===== config.mk =====
export PLATFORM = sky130hd
export DESIGN_NAME = sensor_event_sched
export DESIGN_NICKNAME = d
export VERILOG_FILES = /design/src/rtl/sensor_pkg.sv /design/src/rtl/need_qualifier.sv /design/src/rtl/sensor_event_sched.sv
export SDC_FILE = /design/constraint.sdc
export NUM_CORES = 1
export LEC_CHECK = 0
export CORE_ASPECT_RATIO = 1.1
export CORE_UTILIZATION = 61
export CTS_CLUSTER_SIZE = 12
export DETAILED_ROUTE_END_ITERATION = 16
export PLACE_DENSITY = 0.78
export SYNTH_ARGS = -nofsm -noshare
export SYNTH_HDL_FRONTEND = slang
export SYNTH_HIERARCHICAL = 1
export SYNTH_SLANG_ARGS = --single-unit

===== constraint.sdc =====
create_clock -name clk -period 7.5 [get_ports clk]
set_clock_uncertainty 0.15 [all_clocks]
set_input_delay 1.875 -clock clk [delete_from_list [all_inputs] [get_ports clk]]
set_output_delay 1.875 -clock clk [all_outputs]
set_load 0.05 [all_outputs]

===== src/rtl/sensor_pkg.sv =====
// sensor_pkg: source indices, arbiter state encoding and the winner-pick helper
// shared by the sensor event scheduler.
`default_nettype none

package sensor_pkg;

  localparam int          N_SRC      = 5;
  localparam logic [2:0]  SRC_FRIO   = 3'd0;
  localparam logic [2:0]  SRC_BANO   = 3'd1;
  localparam logic [2:0]  SRC_CARE   = 3'd2;
  localparam logic [2:0]  SRC_HUNGER = 3'd3;
  localparam logic [2:0]  SRC_DARK   = 3'd4;

  typedef enum logic [1:0] {
    IDLE  = 2'd0,
    OFFER = 2'd1,
    GAP   = 2'd2
  } arb_state_t;

  // Care wins outright; otherwise the first pending source after the last grant.
  function automatic logic [2:0] pick_winner(input logic [N_SRC-1:0] pend,
                                             input logic [2:0]       last);
    logic [2:0] idx;
    logic       found;
    pick_winner = SRC_FRIO;
    found       = 1'b0;
    idx         = last;
    for (int k = 0; k < N_SRC; k++) begin
      idx = (idx == SRC_DARK) ? SRC_FRIO : idx + 3'd1;
      if (!found && pend[idx]) begin
        pick_winner = idx;
        found       = 1'b1;
      end
    end
    if (pend[SRC_CARE]) pick_winner = SRC_CARE;
  endfunction

endpackage

`default_nettype wire


===== src/rtl/need_qualifier.sv =====
// need_qualifier: hold-time qualification, cooldown and pending flag for one
// need source.
`default_nettype none

module need_qualifier
  import sensor_pkg::*;
#(
  parameter int HOLD_CYC     = 50_000_000,
  parameter int COOLDOWN_CYC = 250_000_000
) (
  input  logic clk,
  input  logic rst_n,
  input  logic i_req,
  input  logic i_serve,
  output logic o_pending
);

  localparam int HW = $clog2(HOLD_CYC + 1);
  localparam int CW = $clog2(COOLDOWN_CYC + 1);
  localparam logic [HW-1:0] c_HOLD_MAX = HW'(HOLD_CYC);
  localparam logic [CW-1:0] c_COOL_MAX = CW'(COOLDOWN_CYC);

  logic [HW-1:0] r_hold;
  logic [CW-1:0] r_cool;
  logic          r_pending;
  logic          w_hold_hit;

  // True when this edge brings (or keeps) the hold counter at its ceiling.
  assign w_hold_hit = i_req && (r_hold >= c_HOLD_MAX - HW'(1));

  always_ff @(posedge clk or negedge rst_n) begin
    if (!rst_n) begin
      r_hold    <= '0;
      r_cool    <= '0;
      r_pending <= 1'b0;
    end else begin
      if (!i_req)
        r_hold <= '0;
      else if (r_hold != c_HOLD_MAX)
        r_hold <= r_hold + HW'(1);

      if (i_serve)
        r_cool <= c_COOL_MAX;
      else if (r_cool != '0)
        r_cool <= r_cool - CW'(1);

      if (i_serve)
        r_pending <= 1'b0;
      else if (w_hold_hit && (r_cool == '0))
        r_pending <= 1'b1;
    end
  end

  assign o_pending = r_pending;

endmodule

`default_nettype wire


===== src/rtl/sensor_event_sched.sv =====
// sensor_event_sched: qualifies sensor need flags and offers them one at a time
// to the behaviour FSM (care first, others round-robin) with an ack timeout.
`default_nettype none

module sensor_event_sched
  import sensor_pkg::*;
#(
  parameter int HOLD_CYC     = 50_000_000,
  parameter int COOLDOWN_CYC = 250_000_000,
  parameter int ACK_TIMEOUT  = 500_000_000
) (
  input  logic             clk,
  input  logic             rst_n,
  input  logic [N_SRC-1:0] i_req,
  input  logic             i_ev_ack,
  output logic             o_ev_valid,
  output logic [2:0]       o_ev_id,
  output logic [N_SRC-1:0] o_pending,
  output logic             o_busy,
  output logic [7:0]       o_drop_cnt
);

  localparam int TW = $clog2(ACK_TIMEOUT + 1);
  localparam logic [TW-1:0] c_TOUT_LAST = TW'(ACK_TIMEOUT - 1);

  arb_state_t       r_state;
  logic             r_ev_valid;
  logic [2:0]       r_ev_id;
  logic [2:0]       r_last;
  logic             r_busy;
  logic [7:0]       r_drop_cnt;
  logic [TW-1:0]    r_tcnt;
  logic [N_SRC-1:0] w_pending;
  logic [N_SRC-1:0] w_serve;
  logic             w_fire;

  genvar g;
  generate
    for (g = 0; g < N_SRC; g++) begin : g_src
      need_qualifier #(
        .HOLD_CYC     (HOLD_CYC),
        .COOLDOWN_CYC (COOLDOWN_CYC)
      ) u_qual (
        .clk       (clk),
        .rst_n     (rst_n),
        .i_req     (i_req[g]),
        .i_serve   (w_serve[g]),
        .o_pending (w_pending[g])
      );
    end
  endgenerate

  // The offer ends on ack or on the last timeout cycle; either way the source is served.
  assign w_fire = (r_state == OFFER) && (i_ev_ack || (r_tcnt == c_TOUT_LAST));

  always_comb begin
    w_serve = '0;
    if (w_fire) w_serve[r_ev_id] = 1'b1;
  end

  always_ff @(posedge clk or negedge rst_n) begin
    if (!rst_n) begin
      r_state    <= IDLE;
      r_ev_valid <= 1'b0;
      r_ev_id    <= 3'd0;
      r_last     <= SRC_DARK;
      r_busy     <= 1'b0;
      r_drop_cnt <= 8'd0;
      r_tcnt     <= '0;
    end else begin
      case (r_state)
        IDLE: begin
          if (|w_pending) begin
            r_ev_id    <= pick_winner(w_pending, r_last);
            r_ev_valid <= 1'b1;
            r_busy     <= 1'b1;
            r_tcnt     <= '0;
            r_state    <= OFFER;
          end
        end
        OFFER: begin
          if (w_fire) begin
            r_ev_valid <= 1'b0;
            r_ev_id    <= 3'd0;
            r_last     <= r_ev_id;
            if (!i_ev_ack && (r_drop_cnt != 8'hFF))
              r_drop_cnt <= r_drop_cnt + 8'd1;
            r_state    <= GAP;
          end else begin
            r_tcnt <= r_tcnt + TW'(1);
          end
        end
        GAP: begin
          r_busy  <= 1'b0;
          r_state <= IDLE;
        end
        default: begin
          r_ev_valid <= 1'b0;
          r_ev_id    <= 3'd0;
          r_busy     <= 1'b0;
          r_state    <= IDLE;
        end
      endcase
    end
  end

  assign o_ev_valid = r_ev_valid;
  assign o_ev_id    = r_ev_id;
  assign o_pending  = w_pending;
  assign o_busy     = r_busy;
  assign o_drop_cnt = r_drop_cnt;

endmodule

`default_nettype wire


==> results of run 1 <==
power by group through the flow:
stage	clock (mW)	combinational (mW)	sequential [mW]
2_1_floorplan	0	0.418	1.98
3_3_place_gp	0	0.554	1.97
3_5_place_dp	0	0.578	1.98
4_1_cts	1.79	0.583	1.95
5_1_grt	1.86	0.643	1.97
6_report	1.75	0.579	1.95
registers in the layout, summed over array words and instances, names as in the netlist:
register	flops
g_src.u_qual/o_pending	5
g_src.u_qual/r_cool	140
g_src.u_qual/r_hold	130
o_busy	1
o_drop_cnt	8
o_ev_id	3
o_ev_valid	1
r_last	3
r_state	2
r_tcnt	29
stage by stage:
step | instance area, um^2 | hold slack (ps) | util | setup WS (ps)
after floorplan | 17800 | 342 | - | 3810
after global placement | 18300 | 314 | 0.638 | 2770
after detailed placement | 18300 | 337 | 0.638 | 2690
after CTS | 19500 | 347 | 0.680 | 3220
after global routing | 19500 | 367 | 0.680 | 2960
final | 19500 | 347 | 0.680 | 3200
worst paths after layout:
check                                                              end                      start  cells past startpoint
worst min-delay path                         o_drop_cnt[4]$_DFFE_PN0P_  o_drop_cnt[4]$_DFFE_PN0P_                      1
worst min register to register               o_drop_cnt[4]$_DFFE_PN0P_  o_drop_cnt[4]$_DFFE_PN0P_                      1
worst max register to register                  o_ev_id[0]$_DFFE_PN0P_      r_last[0]$_DFFE_PN0P_                     14
max in group asynchronous       g_src[1].u_qual/r_cool[17]$_DFFE_PN0P_                      rst_n                      2
min in group asynchronous        g_src[4].u_qual/r_hold[9]$_DFFE_PN0P_                      rst_n                      1
worst max-delay path             g_src[3].u_qual/o_pending$_DFFE_PN0P_                   i_ev_ack                      9
final cells by class:
type	instances	area [um^2]
multi-input cells	1429	9310
inverters	48	183
clock buffers	60	1130
clock inverters	4	56.3
fillers	2194	9190
well taps	368	460
repair buffers	32	320
flip-flops and latches	322	8060
synthesized netlist by cell type, drive strengths merged, types with 8 or more instances:
cell	instances	area [um^2]
mux2	12	139
nor2b	44	275
o41ai	13	121
o21a	9	67.6
ha	29	363
o31a	21	184
inv	48	183
mux2i	25	267
or3	85	557
nand2	115	432
o31ai	31	233
nand2b	30	188
xor2	51	447
nand4	49	307
a31oi	8	50.1
nor2	133	502
a21boi	11	82.6
nor3b	9	140
nor4	45	282
nand3	128	641
or2	12	77.6
nand3b	10	75.1
buf	17	125
nor3	50	250
clkbuf	37	140
and3	24	150
dfrtp	321	8030
o211ai	11	82.6
o21ai	68	340
or3b	10	87.6
or4	51	402
xnor2	106	928
and2	120	751
a21oi	62	310
metal layers:
layer  part of all wire  GRT usage  vias to the layer above
met5                  0          0                        -
met3              0.032     0.0315                       49
met2               0.50      0.420                      201
li1                   -          -                     6706
met4              0.017     0.0606                        0
met1               0.45      0.324                     6867
logic make-up after synthesis:
kind of cell    count (synthesis)
fa+ha+maj                      29
mux                            38
buf+inv                       102
compound gates                261
simple gates                  944
xor+xnor                      157
flops                         322
==> results.yml, run 1 <==
place:
  dpl.cell_count: 2199
  portBuffers: 25
  place.gp.congestion: 0.794
  dpl.hpwl_um: 23500
pwr:
  seq_power_share: 0.456
  ir_drop_mv: 0.217
  power_frac_comb: 0.135
  internal-power_mw: 3.15
  power.total_mw: 4.28
  p_leak_nw: 7.75
  p_sw_mw: 1.14
  p_clk_frac: 0.409
  powerDensity_mw_per_mm2: 219
  swShare: 0.265
run_status:
  status: "complete, no violations"
critical_path:
  cp_top_family: "simple AND/OR/NAND/NOR gates"
  regToRegSetupSlack_ps: 3360
  arrival_ps: 4550
  end_kind: "register"
  slowest_stage: "and3_1"
  start_kind: "primary input"
  crit_chain: "clkdlybuf4s50_1 -> inv_1 -> o41ai_2 -> nand3_1 -> nor2_1 -> and3_1 -> inv_1 -> o21ai_0 -> nor2_1"
  slowest_delay_ps: 730
  critical_path_class: "in -> reg"
  crit_required_ps: 7750
  crit_path_max_fanout: 22
  crit_buf_inv: 3
clocking:
  cts_hold_buf: 0
  clockBufferDepth: 3
  clock_latency_ps: 520
  cts_tree: "yes"
  path_clk_slew_ps: 60
  cts-resized-gates: 0
  cts_sinks: 322
  cts_max_level: 2
  root_buffer: "clkbuf_16"
  postCtsSetupBuffers: 0
  numCtsBuffers: 37
synth:
  synthSimpleGateAreaFrac: 0.303
  synthArstFlopShare: 1.00
  synth_flop_cell: "dfrtp_1"
  syn_inst: 1853
  synth_nets: 1890
  synth_fa_ha_area_frac: 0.0204
  ys_seq_elements: 322
  synth.avg_cell_area_um2: 9.60
  synth_edf_count: 0
  synth_area_mm2: 0.0178
  synthDistinctLibCells: 72
  synth.mux.area_fraction: 0.0241
  synth-xor-area-share: 0.0773
  synth_top_family_by_area: "simple AND/OR/NAND/NOR gates"
  ys_seq_area_frac: 0.453
  synth_compound_area_frac: 0.0974
  yosysWarnings: 6
timing:
  fmax_mhz: 232
  fin_crit_sh: 0.574
  hold_violations: 0
  fin_crit_ps: 4300
  report.final.setup_viol: 0
  worst_pin_slew_ps: 1070
  fin_tns_setup_ps: 0
  slew_headroom: 0.289
  rsz0062_at_grt: "false"
  slew_violations: 0
floorplanning:
  fp-row-count: 65
  die_area_mm2: 0.0299
  die_height_um: 181
  core_area_mm2: 0.0287
  fp.dieW_um: 165
  initial_core_util: 0.620
  io_pins: 26
routing:
  firstDrtPassIters: 5
  routed_wl_um: 35600
  wire_per_inst_um: 15.7
  first_iter_violations: 878
  num_vias: 13800
  via_per_inst: 6.11
  drcViolationCount: 0
  ant_nets: 0
run:
  maxCapViolations: 0
global_routing:
  antenna_found_initial: 0
  grt_pass1_vias: 13600
  grt_max_degree: 180
  grt_pass1_wl_um: 61500
  grt.overflow.total: 0
  grt_util_all_layers: 0.244
final_layout:
  diodes: 0
  final_common_cell: "dfrtp_1"
  drive_gt1_frac: 0.0665
  fin_nets: 1907
  syn2layout_area_growth_pct: 9.72
  layout_common_cells: "dfrtp_1, nor2_1, nand3_1"
  final_cells: 2263
min_path:
  hold_class: "reg -> reg"
Power figures use the tool's default switching activity.
==> run 2, diff against run 1 <==
--- a/config.mk
+++ b/config.mk
@@ -6,10 +6,10 @@
 export NUM_CORES = 1
 export LEC_CHECK = 0
 export CORE_ASPECT_RATIO = 1.1
-export CORE_UTILIZATION = 61
+export CORE_UTILIZATION = 57
 export CTS_CLUSTER_SIZE = 12
 export DETAILED_ROUTE_END_ITERATION = 16
-export PLACE_DENSITY = 0.78
+export PLACE_DENSITY = 0.76
 export SYNTH_ARGS = -nofsm -noshare
 export SYNTH_HDL_FRONTEND = slang
 export SYNTH_HIERARCHICAL = 1
==> constraint.sdc (replaced) <==
create_clock -name clk -period 3.5 [get_ports clk]
set_clock_uncertainty 0.15 [all_clocks]
set_input_delay 0.875 -clock clk [delete_from_list [all_inputs] [get_ports clk]]
set_output_delay 0.875 -clock clk [all_outputs]
set_load 0.05 [all_outputs]
==> run 2 against run 1 <==
Critical path depth increased by 6. Die area increased by 6.9%. Clock-buffer cell count decreased by 4.
==> results.yml, run 2 (synthesis results as in run 1) <==
run_status:
  status: "complete, no violations"
routing:
  drcViolationCount: 0
  num_vias: 13900
  first_iter_violations: 831
  via_per_inst: 5.92
  routed_wl_um: 36700
  ant_nets: 0
  wire_per_inst_um: 15.6
  firstDrtPassIters: 5
min_path:
  hold_class: "in -> async"
global_routing:
  grt.overflow.total: 0
  antenna_found_initial: 0
  grt_pass1_wl_um: 63700
  grt_max_degree: 83
  grt_util_all_layers: 0.237
  grt_pass1_vias: 13700
clocking:
  clockBufferDepth: 3
  cts_sinks: 322
  numCtsBuffers: 37
  clock_latency_ps: 530
  path_clk_slew_ps: 60
  cts_tree: "yes"
  cts_max_level: 2
  root_buffer: "clkbuf_16"
  cts_hold_buf: 0
pwr:
  powerDensity_mw_per_mm2: 466
  ir_drop_mv: 0.469
  p_leak_nw: 7.97
timing:
  worst_pin_slew_ps: 809
  fin_crit_sh: 0.970
  fin_crit_ps: 3400
  whs_ps: 185
  hold_violations: 0
  report.final.setup_viol: 0
  slew_violations: 0
  slew_headroom: 0.456
  fmax_mhz: 295
critical_path:
  rr_worst_depth: 15
  crit_path_max_fanout: 4
  crit_required_ps: 3770
  reg2reg_from: "r_last[0]$_DFFE_PN0P_"
  r2r_end: "o_ev_id[2]$_DFFE_PN0P_"
  regToRegSetupSlack_ps: 100
  start_kind: "register"
  critical_path_class: "reg -> reg"
  end_kind: "register"
  arrival_ps: 3660
floorplanning:
  io_pins: 26
  die_height_um: 187
  core_area_mm2: 0.0306
  fp.dieW_um: 170
  initial_core_util: 0.581
  fp-row-count: 67
  die_area_mm2: 0.0319
run:
  maxCapViolations: 0
final_layout:
  design_area_mm2: 0.0200
  drive_gt1_frac: 0.0921
  top_regs: "g_src.u_qual/r_cool: 140 flops, g_src.u_qual/r_hold: 130 flops, r_tcnt: 29 flops"
  final_common_cell: "dfrtp_1"
  diodes: 0
  fin_nets: 1945
  top_register: "g_src.u_qual/r_cool"
  syn2layout_area_growth_pct: 12.2
  nFillCells: 2391
  largest_reg_flops: 140
  layout_common_cells: "dfrtp_1, nor2_1, nand3_1"
place:
  portBuffers: 25
  place.gp.congestion: 0.864
  dpl.hpwl_um: 24800
  place_area_mm2: 0.0187
-- run 2: report_power, final --
part           internal (mW)  leakage (nW)  switching, mW
clock                   2.23         0.589           1.50
combinational          0.625          3.37          0.777
sequential              3.95          4.01          0.236
-- run 2: critical path, stage by stage, from the launching register on --
cell      delay, ps
dfrtp_1         390
inv_2            90
ha_4            220
a21boi_2        170
inv_2            80
ha_2            180
o21ai_2          70
a22oi_4         240
ha_4            190
nor2_1           70
mux2i_4         240
mux2i_4         330
xnor2_1         110
nor4_1          370
a21oi_1         160
o41ai_2         210
-- run 2: layer usage --
| layer | wire (um) | up-vias | track usage |
|---|---|---|---|
| li1 | - | 6775 | - |
| met1 | 16800 | 6850 | 0.315 |
| met2 | 18100 | 201 | 0.404 |
| met3 | 1150 | 60 | 0.0315 |
| met4 | 709 | 0 | 0.0669 |
| met5 | 0 | - | 0 |
-- run 2: final cells by class --
type                            instances  area, um^2  area share
Clock inverter                          8        50.0     0.00251
Clock buffer                           56        1130      0.0566
Multi-Input combinational cell       1429        9360       0.469
Inverter                               48         183     0.00915
Sequential cell                       322        8060       0.404
Timing Repair Buffer                   70         659      0.0330
Tap cell                              414         518      0.0260
-- run 2: how the worst max path moves through the flow --
| stage | start | to | slack, ps | cells past startpoint |
|---|---|---|---|---|
| after floorplan | r_last[0]$_DFFE_PN0P_ | o_ev_id[0]$_DFFE_PN0P_ | 30 | 16 |
| after global placement | r_last[0]$_DFFE_PN0P_ | o_ev_id[0]$_DFFE_PN0P_ | 110 | 14 |
| after detailed placement | r_last[1]$_DFFE_PN0P_ | o_ev_id[0]$_DFFE_PN0P_ | -20 | 14 |
| after CTS | r_last[0]$_DFFE_PN0P_ | o_ev_id[2]$_DFFE_PN0P_ | 8 | 15 |
| after global routing | r_last[0]$_DFFE_PN0P_ | o_ev_id[2]$_DFFE_PN0P_ | -10 | 15 |
| final | r_last[0]$_DFFE_PN0P_ | o_ev_id[2]$_DFFE_PN0P_ | 100 | 15 |
-- run 2: stage by stage --
step                      total power, mW  utilization  TNS [ps]  setup WS, ps  cells
after global placement               5.44        0.611         0           110   2277
final                                9.31        0.652         0           105   2347
after floorplan                      5.13            -         0          26.4   1853
after detailed placement             5.51        0.611     -28.9         -16.5   2277
after CTS                            9.31        0.650         0          8.30   2342
after global routing                 9.74        0.652     -27.8         -13.9   2347
-- run 2: repair_timing --
action / 4_1_cts / 5_1_grt
pin swaps: 1 / 5
endpoints found under the setup margin: 2 / 3
resized for setup: 1 / 11
setup buffers: 1 / 5
==> run 3, diff against run 2 <==
--- a/config.mk
+++ b/config.mk
@@ -6,10 +6,10 @@
 export NUM_CORES = 1
 export LEC_CHECK = 0
 export CORE_ASPECT_RATIO = 1.1
-export CORE_UTILIZATION = 57
+export CORE_UTILIZATION = 50
 export CTS_CLUSTER_SIZE = 12
 export DETAILED_ROUTE_END_ITERATION = 16
-export PLACE_DENSITY = 0.76
+export PLACE_DENSITY = 0.68
 export SYNTH_ARGS = -nofsm -noshare
 export SYNTH_HDL_FRONTEND = slang
 export SYNTH_HIERARCHICAL = 1
==> run 3 against run 2 <==
Critical endpoint is now o_ev_id[1]$_DFFE_PN0P_. Largest cell class unchanged. Via count fell by 0.90%. Clock-buffer cell count is 1 lower. Utilization fell by 8.2 points. Clock power rose by 5%. Final cell count is 1.2% higher. Worst setup slack improved by 67 ps. Non-clock buffer count fell by 5.
==> results.yml, run 3 (synthesis results as in run 1) <==
routing:
  via_per_inst: 5.80
  wire_per_inst_um: 15.4
  ant_nets: 0
  routed_wl_um: 36500
  drcViolationCount: 0
  firstDrtPassIters: 5
  num_vias: 13800
  first_iter_violations: 724
timing:
  hold_violations: 0
  slew_violations: 0
  report.final.setup_viol: 0
  slew_headroom: 0.444
  fmax_mhz: 300
  worst_pin_slew_ps: 826
  fin_crit_sh: 0.951
  fin_crit_ps: 3330
pwr:
  seq_power_share: 0.441
  ir_drop_mv: 0.325
  p_clk_frac: 0.414
  power_frac_comb: 0.145
  swShare: 0.271
  p_leak_nw: 7.98
  internal-power_mw: 6.90
  power.total_mw: 9.47
  powerDensity_mw_per_mm2: 473
  p_sw_mw: 2.57
final_layout:
  fin_util: 0.570
  layout_common_cells: "dfrtp_1, nor2_1, nand3_1"
  syn2layout_area_growth_pct: 12.5
  drive_gt1_frac: 0.0886
  top_register: "g_src.u_qual/r_cool"
  final_common_cell: "dfrtp_1"
  largest_reg_flops: 140
  top_regs: "g_src.u_qual/r_cool: 140 flops, g_src.u_qual/r_hold: 130 flops, r_tcnt: 29 flops"
  fin_nets: 1940
  diodes: 0
critical_path:
  critical_path_class: "reg -> reg"
  crit_chain: "inv_1 -> ha_1 -> a21boi_2 -> inv_1 -> ha_1 -> o21ai_2 -> a22oi_4 -> inv_4 -> mux4_2 -> nand2_1 -> nor3b_4 -> nand2_1 -> o21a_1 -> o31a_1 -> a221oi_2"
  arrival_ps: 3640
  slowest_stage: "mux4_2"
  start_kind: "register"
  crit_path_max_fanout: 7
  crit_required_ps: 3810
  end_kind: "register"
  slowest_delay_ps: 490
global_routing:
  antenna_found_initial: 0
  grt.overflow.total: 0
  grt_pass1_wl_um: 63200
  grt_util_all_layers: 0.208
  globalRouteMet2Util: 0.355
  grt_max_degree: 64
  met1_usage: 0.275
  grt_pass1_vias: 13400
  busiest_layer: "met2"
  grtUsageMet3: 0.0305
run_status:
  status: "complete, no violations"
place:
  place.gp.congestion: 0.856
  dpl.hpwl_um: 24500
  portBuffers: 25
clocking:
  cts_sinks: 322
  root_buffer: "clkbuf_16"
  clock_latency_ps: 560
  clockBufferDepth: 3
  path_clk_slew_ps: 60
  cts_tree: "yes"
  numCtsBuffers: 37
  cts_max_level: 2
floorplanning:
  core_area_mm2: 0.0351
  die_area_mm2: 0.0363
  fp-row-count: 72
  initial_core_util: 0.506
  die_height_um: 200
  fp.dieW_um: 182
  io_pins: 26
min_path:
  hold_class: "in -> async"
run:
  maxCapViolations: 0
run 3: changes by cell type in the layout (fill, tap and decap cells not counted), sizes merged:
cell,change
buf,-5
clkinv,+1
bufinv,+2
clkbuf,-1
run 3: metal layers:
layer / up-vias / wire, um
met5: - / 0
met4: 0 / 659
met3: 45 / 1090
met2: 159 / 17400
met1: 6766 / 17400
li1: 6791 / -
run 3: power groups by stage:
stage	Sequential, mW	Clock, mW	Combinational (mW)
2_1_floorplan	4.23	0	0.899
3_3_place_gp	4.23	0	1.23
3_5_place_dp	4.24	0	1.28
4_1_cts	4.18	4.05	1.28
5_1_grt	4.22	4.18	1.54
6_report	4.18	3.92	1.37
run 3: path summary, 6_finish.rpt:
kind | start | end | slack, ps | depth (start not counted)
max in group asynchronous | rst_n | g_src[4].u_qual/r_cool[22]$_DFFE_PN0P_ | 2180 | 2
worst min register to register | o_drop_cnt[6]$_DFFE_PN0P_ | o_drop_cnt[6]$_DFFE_PN0P_ | 330 | 1
worst max-delay path | r_last[1]$_DFFE_PN0P_ | o_ev_id[1]$_DFFE_PN0P_ | 170 | 15
worst max register to register | r_last[1]$_DFFE_PN0P_ | o_ev_id[1]$_DFFE_PN0P_ | 170 | 15
worst min-delay path | rst_n | g_src[2].u_qual/r_cool[26]$_DFFE_PN0P_ | 120 | 1
min in group clk | o_drop_cnt[6]$_DFFE_PN0P_ | o_drop_cnt[6]$_DFFE_PN0P_ | 330 | 1
run 3: worst max-delay path: cells and delay by family (launching register included):
family,cells,cell delay [ps]
AOI/OAI and AO/OA,6,930
muxes,1,490
buffers and inverters,3,270
DFF,1,370
adders and majority gates,2,550
and+or+nand+nor,3,480
run 3: layout make-up:
cell class,count,area (um^2)
clock buffer,55,1100
clock inverter,11,135
inverter,48,183
fill,3049,15100
multi-input combinational,1429,9350
sequential,322,8060
tap,444,556
timing repair buffer,65,631
run 3: per-stage QoR:
stage	hold WS, ps	worst slack (ps)	instance area, um^2	std cells	TNS (ps)
final	121	171	20000	2374	0
after floorplan	342	26.4	17800	1853	0
after detailed placement	322	40.3	18700	2303	0
after global routing	156	-1.54	20000	2374	-1.54
after CTS	133	14.2	19900	2369	0
after global placement	318	108	18700	2303	0
run 3: repair_timing:
item,4_1_cts,5_1_grt
setup endpoints to repair,0,7
resized for setup,0,7
setup buffers,0,5
hold buffers,0,0
